==> src/rtl/timekeeper_if.sv <==
// Control and display bundle between the board top level and timekeeper_core.
// The board drives the master side; the core sits on the slave side.
interface timekeeper_if #(
    parameter int START_W = 10,
    parameter int LED_W   = 7
);
    logic               mode_next;
    logic               run;
    logic               load;
    logic [START_W-1:0] preset_sec;
    logic [4:0]         preset_hour;
    logic [5:0]         preset_min;
    logic [2:0]         mode_led;
    logic [23:0]        digits;
    logic               done;
    logic               tick;
    logic [LED_W-1:0]   lights;

    modport master (
        output mode_next, run, load,
        output preset_sec, preset_hour, preset_min,
        input  mode_led, digits, done, tick, lights
    );

    modport slave (
        input  mode_next, run, load,
        input  preset_sec, preset_hour, preset_min,
        output mode_led, digits, done, tick, lights
    );
endinterface

==> src/rtl/timekeeper_core.sv <==
// Three-mode timekeeper: countdown timer, 24 h stopwatch, 12 h wall clock.
// Define TIMEKEEPER_ALARM_EN to build the flash prescaler driving lights.
module timekeeper_core #(
    parameter int CLK_HZ   = 50_000_000,
    parameter int TICK_HZ  = 1,
    parameter int FLASH_HZ = 4,
    parameter int START_W  = 10,
    parameter int LED_W    = 7
) (
    input  logic        clk,
    input  logic        reset,
    timekeeper_if.slave bus
);

    typedef enum logic [1:0] {
        M_TIMER,
        M_SWATCH,
        M_CLOCK
    } mode_t;

    localparam int TICK_DIV = CLK_HZ / TICK_HZ;
    localparam int TW       = $clog2(TICK_DIV);
    localparam int CW       = $clog2(START_W + 1);

    mode_t              mode_q;
    mode_t              mode_d;
    logic [2:0]         mode_led;

    logic [TW-1:0]      tcnt;
    logic               tick;

    logic               load_ok;
    logic               tmr_load;
    logic               sw_load;
    logic               clk_load;
    logic               tmr_step;
    logic               sw_step;

    logic [START_W-1:0] tmr_count;
    logic               tmr_done;

    logic [4:0]         sw_hour;
    logic [5:0]         sw_min;
    logic [5:0]         sw_sec;

    logic [3:0]         clk_hour;
    logic [5:0]         clk_min;
    logic [5:0]         clk_sec;

    logic               busy;
    logic               cnv_done;
    logic [START_W-1:0] cnv_src;
    logic [START_W-1:0] cnv_sh;
    logic [23:0]        cnv_bcd;
    logic [23:0]        bcd_adj;
    logic [CW-1:0]      cnv_left;

    logic [23:0]        digits_q;

    function automatic logic [7:0] split(input logic [5:0] v);
        logic [5:0] t;
        logic [5:0] u;
        t = v / 6'd10;
        u = v % 6'd10;
        return {t[3:0], u[3:0]};
    endfunction

    // Fold a 0..31 hour preset onto the 1..12 dial.
    function automatic logic [3:0] map_hour(input logic [4:0] h);
        logic [4:0] t;
        t = h - 5'd12;
        if (h == 5'd0 || h > 5'd23) return 4'd12;
        if (h <= 5'd12) return h[3:0];
        return t[3:0];
    endfunction

    // Tick prescaler
    assign tick = (tcnt == TW'(TICK_DIV - 1));

    always_ff @(posedge clk or posedge reset) begin
        if (reset) begin
            tcnt <= '0;
        end else begin
            tcnt <= tick ? '0 : tcnt + 1'b1;
        end
    end

    // Mode FSM
    always_ff @(posedge clk or posedge reset) begin
        if (reset) begin
            mode_q <= M_TIMER;
        end else begin
            mode_q <= mode_d;
        end
    end

    always_comb begin
        mode_d   = mode_q;
        mode_led = 3'b000;
        if (bus.mode_next) begin
            unique case (mode_q)
                M_TIMER:  mode_d = M_SWATCH;
                M_SWATCH: mode_d = M_CLOCK;
                default:  mode_d = M_TIMER;
            endcase
        end
        unique case (mode_q)
            M_TIMER:  mode_led = 3'b001;
            M_SWATCH: mode_led = 3'b010;
            default:  mode_led = 3'b100;
        endcase
    end

    // A mode change swallows a coincident load.
    assign load_ok  = bus.load & ~bus.mode_next;
    assign tmr_load = load_ok & (mode_q == M_TIMER);
    assign sw_load  = load_ok & (mode_q == M_SWATCH);
    assign clk_load = load_ok & (mode_q == M_CLOCK);
    assign tmr_step = tick & bus.run & (mode_q == M_TIMER) & ~tmr_load;
    assign sw_step  = tick & bus.run & (mode_q == M_SWATCH) & ~sw_load;

    // Countdown timer
    always_ff @(posedge clk or posedge reset) begin
        if (reset) begin
            tmr_count <= '0;
            tmr_done  <= 1'b0;
        end else if (tmr_load) begin
            tmr_count <= bus.preset_sec;
            tmr_done  <= 1'b0;
        end else if (tmr_step && tmr_count != '0) begin
            tmr_count <= tmr_count - 1'b1;
            if (tmr_count == START_W'(1)) begin
                tmr_done <= 1'b1;
            end
        end
    end

    // Stopwatch
    always_ff @(posedge clk or posedge reset) begin
        if (reset) begin
            sw_hour <= '0;
            sw_min  <= '0;
            sw_sec  <= '0;
        end else if (sw_load) begin
            sw_hour <= '0;
            sw_min  <= '0;
            sw_sec  <= '0;
        end else if (sw_step) begin
            if (sw_sec == 6'd59) begin
                sw_sec <= '0;
                if (sw_min == 6'd59) begin
                    sw_min  <= '0;
                    sw_hour <= (sw_hour == 5'd23) ? 5'd0 : sw_hour + 5'd1;
                end else begin
                    sw_min <= sw_min + 6'd1;
                end
            end else begin
                sw_sec <= sw_sec + 6'd1;
            end
        end
    end

    // Wall clock runs on every tick whatever the mode or run level.
    always_ff @(posedge clk or posedge reset) begin
        if (reset) begin
            clk_hour <= 4'd12;
            clk_min  <= '0;
            clk_sec  <= '0;
        end else if (clk_load) begin
            clk_hour <= map_hour(bus.preset_hour);
            clk_min  <= (bus.preset_min > 6'd59) ? 6'd59 : bus.preset_min;
            clk_sec  <= '0;
        end else if (tick) begin
            if (clk_sec == 6'd59) begin
                clk_sec <= '0;
                if (clk_min == 6'd59) begin
                    clk_min  <= '0;
                    clk_hour <= (clk_hour == 4'd12) ? 4'd1 : clk_hour + 4'd1;
                end else begin
                    clk_min <= clk_min + 6'd1;
                end
            end else begin
                clk_sec <= clk_sec + 6'd1;
            end
        end
    end

    always_comb begin
        bcd_adj = cnv_bcd;
        for (int i = 0; i < 6; i++) begin
            if (cnv_bcd[i*4 +: 4] >= 4'd5) begin
                bcd_adj[i*4 +: 4] = cnv_bcd[i*4 +: 4] + 4'd3;
            end
        end
    end

    // Shift-add-3 converter, free running; a new count restarts it.
    always_ff @(posedge clk or posedge reset) begin
        if (reset) begin
            busy     <= 1'b0;
            cnv_done <= 1'b0;
            cnv_src  <= '0;
            cnv_sh   <= '0;
            cnv_bcd  <= '0;
            cnv_left <= '0;
        end else begin
            cnv_done <= 1'b0;
            if (!busy || cnv_src != tmr_count) begin
                busy     <= 1'b1;
                cnv_src  <= tmr_count;
                cnv_sh   <= tmr_count;
                cnv_bcd  <= '0;
                cnv_left <= CW'(START_W);
            end else begin
                cnv_sh   <= cnv_sh << 1;
                cnv_bcd  <= {bcd_adj[22:0], cnv_sh[START_W-1]};
                cnv_left <= cnv_left - 1'b1;
                if (cnv_left == CW'(1)) begin
                    busy     <= 1'b0;
                    cnv_done <= 1'b1;
                end
            end
        end
    end

    always_ff @(posedge clk or posedge reset) begin
        if (reset) begin
            digits_q <= '0;
        end else begin
            unique case (mode_q)
                M_TIMER: begin
                    if (cnv_done) begin
                        digits_q <= cnv_bcd;
                    end
                end
                M_SWATCH: begin
                    digits_q <= {split({1'b0, sw_hour}),
                                 split(sw_min),
                                 split(sw_sec)};
                end
                default: begin
                    digits_q <= {split({2'b00, clk_hour}),
                                 split(clk_min),
                                 split(clk_sec)};
                end
            endcase
        end
    end

`ifdef TIMEKEEPER_ALARM_EN
    localparam int FLASH_DIV = CLK_HZ / FLASH_HZ;
    localparam int FW        = $clog2(FLASH_DIV);

    logic [FW-1:0]    fcnt;
    logic             flash_en;
    logic [LED_W-1:0] lights_q;

    assign flash_en = (fcnt == FW'(FLASH_DIV - 1));

    always_ff @(posedge clk or posedge reset) begin
        if (reset) begin
            fcnt     <= '0;
            lights_q <= '0;
        end else begin
            fcnt <= flash_en ? '0 : fcnt + 1'b1;
            if (mode_q == M_TIMER && tmr_done) begin
                if (flash_en) begin
                    lights_q <= ~lights_q;
                end
            end else begin
                lights_q <= '0;
            end
        end
    end

    assign bus.lights = lights_q;
`else
    // FLASH_HZ has no role without the alarm flasher.
    logic [31:0] unused_flash;
    assign unused_flash = FLASH_HZ;
    assign bus.lights   = '0;
`endif

    assign bus.mode_led = mode_led;
    assign bus.digits   = digits_q;
    assign bus.done     = tmr_done;
    assign bus.tick     = tick;

endmodule

==> src/flat_wrapper.sv <==
// flat-port wrapper written by rule: the top's interface ports become plain ports
module timekeeper_core_flat 
#(
    parameter int CLK_HZ   = 50_000_000,
    parameter int TICK_HZ  = 1,
    parameter int FLASH_HZ = 4,
    parameter int START_W  = 10,
    parameter int LED_W    = 7
)
  (clk, reset, bus_mode_next, bus_run, bus_load, bus_preset_sec, bus_preset_hour, bus_preset_min, bus_mode_led, bus_digits, bus_done, bus_tick, bus_lights);
  timekeeper_if #(.START_W(START_W), .LED_W(LED_W)) bus_i ();
  input  logic clk;
  input  logic reset;
  input wire logic [$bits(bus_i.mode_next)-1:0] bus_mode_next;
  input wire logic [$bits(bus_i.run)-1:0] bus_run;
  input wire logic [$bits(bus_i.load)-1:0] bus_load;
  input wire logic [$bits(bus_i.preset_sec)-1:0] bus_preset_sec;
  input wire logic [$bits(bus_i.preset_hour)-1:0] bus_preset_hour;
  input wire logic [$bits(bus_i.preset_min)-1:0] bus_preset_min;
  output wire logic [$bits(bus_i.mode_led)-1:0] bus_mode_led;
  output wire logic [$bits(bus_i.digits)-1:0] bus_digits;
  output wire logic [$bits(bus_i.done)-1:0] bus_done;
  output wire logic [$bits(bus_i.tick)-1:0] bus_tick;
  output wire logic [$bits(bus_i.lights)-1:0] bus_lights;
  assign bus_i.mode_next = bus_mode_next;
  assign bus_i.run = bus_run;
  assign bus_i.load = bus_load;
  assign bus_i.preset_sec = bus_preset_sec;
  assign bus_i.preset_hour = bus_preset_hour;
  assign bus_i.preset_min = bus_preset_min;
  assign bus_mode_led = bus_i.mode_led;
  assign bus_digits = bus_i.digits;
  assign bus_done = bus_i.done;
  assign bus_tick = bus_i.tick;
  assign bus_lights = bus_i.lights;
  timekeeper_core #(.CLK_HZ(CLK_HZ), .TICK_HZ(TICK_HZ), .FLASH_HZ(FLASH_HZ), .START_W(START_W), .LED_W(LED_W)) u_core (.clk(clk), .reset(reset), .bus(bus_i));
endmodule
==> config.mk <==
export PLATFORM = sky130hd
export DESIGN_NAME = timekeeper_core_flat
export DESIGN_NICKNAME = d
export VERILOG_FILES = /design/src/rtl/timekeeper_if.sv /design/src/rtl/timekeeper_core.sv /design/src/flat_wrapper.sv
export SDC_FILE = /design/constraint.sdc
export NUM_CORES = 1
export LEC_CHECK = 0
export CAP_MARGIN = 20
export CORE_MARGIN = 2
export CORE_UTILIZATION = 55
export DETAILED_ROUTE_END_ITERATION = 6
export PLACE_DENSITY = 0.76
export SLEW_MARGIN = 20
export SYNTH_ARGS = -nofsm -noshare
export SYNTH_HDL_FRONTEND = slang
export SYNTH_SLANG_ARGS = --single-unit
==> constraint.sdc <==
create_clock -name clk -period 12.1 [get_ports clk]
set_input_delay 2.42 -clock clk [delete_from_list [all_inputs] [get_ports clk]]
set_output_delay 2.42 -clock clk [all_outputs]
set_load 0.01 [all_outputs]
==> impl_metrics.ini <==
[sta]
finalCritPeriodShare = 0.427
setup-tns-final_ns = 0
drv_slew = 0
hold_viol = 0
max_freq_mhz = 193
worst_pin_slew_ns = 0.869
slew_headroom = 0.421
finalSetupViolations = 0
finalClockSkew_ns = 0.00590
min_period_ns = 5.17
rsz0062_at_grt = false

[clock_network]
insertion_delay_ns = 0.42
cts_num_sinks = 146
cts_setup_buffers = 0
htreeDepth = 4
numCtsBuffers = 17
cts_tree = yes
clockRootBuffer = clkbuf_16
ctsResizeCount = 0
clk_pin_slew_worst_paths_ns = 0.06
cts_buffer_depth = 2
hold_buffers = 0

[route]
ant_nets = 0
wire_per_inst_um = 15.2
drt-initial-drc-count = 538
vias = 6496
route.detailed.drc = 0
drt-total-wl_um = 17400
drt_pass1_iterations = 5
vias_per_cell = 5.67

[floorplanning]
die_w_um = 128
pin_count = 62
start_util = 0.557
core_area_um2 = 15100
rows = 45
dieArea_um2 = 16300
die_y_um = 128

[global_route]
grt_use_total = 0.230
grt_max_degree = 78
grt_first_pass_wirelength_um = 30000
grt_overflow = 0
antenna_found_initial = 0
grt_pass1_vias = 6016

[pwr]
swShare = 0.322
ir_worst_vdd_mv = 0.113
p_switching_mw = 0.495
powerDensity_nw_per_um2 = 161
p_seq_frac = 0.416
power_frac_clock = 0.331
p_comb_frac = 0.253
power_leakage_nw = 3.97
p_total_mw = 1.54
internal-power_mw = 1.04

[worst_setup_path]
worstPathCellList = or2_2, inv_1, clkdlybuf4s50_1
critical-path-slowest-cell = clkdlybuf4s50_1
critPathLaunchType = flop
crit_required_ns = 9.68
cp-end-kind = output port
crit_fanout = 30
max_stage_delay_ns = 0.65
path_class = flop to output port
crit_arrival_ns = 2.75

[synthesis]
syn_area_per_cell_um2 = 9.08
synth_cell_type_count = 77
ys_seq_area_frac = 0.435
ys.flop_type = dfrtp_1
synth_edf_count = 0
ys_ff_latch = 146
netlist_area_um2 = 8410
ys_async_sr_fraction = 1.00
syn_inst = 926
yosys_warnings = 0

[worst_hold_path]
hp-class = flop to flop

[place]
port-buffer-count = 54
gp_congestion = 0.875
dp_hpwl_um = 12000

[layout]
n_fill_cell = 1249
n_antenna_cell = 0
fin_nets = 1006
seq_area_um2 = 3660
synthToLayoutAreaGrowth_pct = 13.2
drive_gt1_frac = 0.0678
multi_input_area_um2 = 4300

[run_status]
status = finished clean

[flow_run]
maxCapViolations = 0
power groups by stage:
stage               registers, mW  logic [mW]  clock network, mW
global placement            0.643       0.378                  0
detailed placement          0.647       0.386                  0
CTS                         0.639       0.391              0.517
finish                      0.639       0.388              0.509
global route                0.651       0.433              0.540
floorplan                   0.620       0.311                  0
layout by cell type, fill, tap and decap left out, types with 10 or more instances in the layout:
cell and count:
clkbuf_16 17, a31oi_1 10, ha_1 35, nor2_1 97
nand4_1 14, o21ai_0 51, inv_1 38, and3_1 10
nand3_1 35, mux2i_1 33, nor2b_1 17, xnor2_1 40
nor3_1 27, and2_1 11, a211oi_1 10, clkdlybuf4s50_1 54
dfrtp_1 144, a21oi_1 55, xor2_1 15, nand2_1 100
state kept, by name (all words and copies together), names as in the netlist, 5 cells and up:
signal and flops:
u_core.bus.digits 24, u_core.clk_min 6, u_core.clk_sec 6, u_core.cnv_bcd 24
u_core.cnv_sh 10, u_core.cnv_src 10, u_core.sw_hour 5, u_core.sw_min 6
u_core.sw_sec 6, u_core.tcnt 26, u_core.tmr_count 10
critical path, delay by kind of cell, from the launching register on:
| kind | cells | cell delay (ns) |
|---|---|---|
| simple gates | 1 | 0.59 |
| buf+inv | 2 | 1.17 |
| flops | 1 | 0.56 |
area by class of cell:
| type | instances | share of cell area |
|---|---|---|
| tap | 188 | 0.0247 |
| timing repair buffer | 61 | 0.0623 |
| sequential | 146 | 0.384 |
| clock inverter | 12 | 0.0141 |
| clock buffer | 20 | 0.0459 |
| inverter | 41 | 0.0172 |
| multi-input combinational | 678 | 0.452 |
kinds of logic after synthesis:
kind of cell	share of synthesized area
AND/OR/NAND/NOR	0.202
multiplexers	0.0534
AO/OA/AOI/OAI	0.141
other	0.000446
XOR/XNOR	0.0592
buffers and inverters	0.0570
flip-flops	0.435
adder cells (fa/ha/maj)	0.0521
worst paths after layout:
check,startpoint,to,slack [ns],cells past startpoint
min in group asynchronous,reset,u_core.tmr_count[5]$_DFFE_PP0P_,2.48,2
min,u_core.cnv_sh[7]$_DFF_PP0_,u_core.cnv_sh[8]$_DFF_PP0_,0.44,2
max reg2reg,u_core.mode_q[0]$_DFFE_PP0P_,u_core.bus.digits[18]$_DFFE_PP0P_,7.74,15
min reg2reg,u_core.cnv_sh[7]$_DFF_PP0_,u_core.cnv_sh[8]$_DFF_PP0_,0.44,2
max,u_core.mode_q[0]$_DFFE_PP0P_,bus_mode_led[0],6.93,3
max in group asynchronous,reset,u_core.sw_sec[5]$_DFFE_PP0P_,8.26,3
synthesized netlist by cell type, drive strengths merged (4+ instances only):
cell | count | area, µm²
ha | 35 | 438
nand4 | 15 | 109
mux2 | 9 | 105
nand2b | 8 | 50.1
dfrtp | 144 | 3600
o22ai | 5 | 31.3
nor2b | 17 | 106
buf | 21 | 148
nor2 | 97 | 364
and4 | 6 | 52.6
a31oi | 10 | 62.6
inv | 41 | 159
nand3 | 35 | 175
and3 | 10 | 62.6
xor2 | 15 | 131
a41oi | 4 | 35.0
a211oi | 10 | 75.1
o21ai | 53 | 265
xnor2 | 41 | 367
o31ai | 5 | 37.5
o21bai | 5 | 37.5
mux2i | 34 | 344
nand2 | 101 | 382
a21oi | 56 | 292
and2 | 11 | 68.8
a311oi | 5 | 43.8
nor3b | 6 | 45.0
nor3 | 28 | 145
clkbuf | 46 | 173
or3 | 6 | 37.5
through the flow:
stage	util	cell area (µm²)	setup WS, ns	hold slack (ns)	instances
after floorplan	-	8430	5.76	0.422	932
after global placement	0.593	8940	7.20	0.425	1113
after detailed placement	0.593	8950	7.08	0.430	1114
after CTS	0.631	9520	6.92	0.447	1146
after global routing	0.631	9520	6.81	0.456	1146
final	0.631	9520	6.93	0.442	1146
per-layer routing:
layer,track usage,part of all wire
met1,0.330,0.48
met2,0.354,0.46
met3,0.0484,0.044
met4,0.0724,0.015
met5,0,0
(Power assumes the default switching activity.)
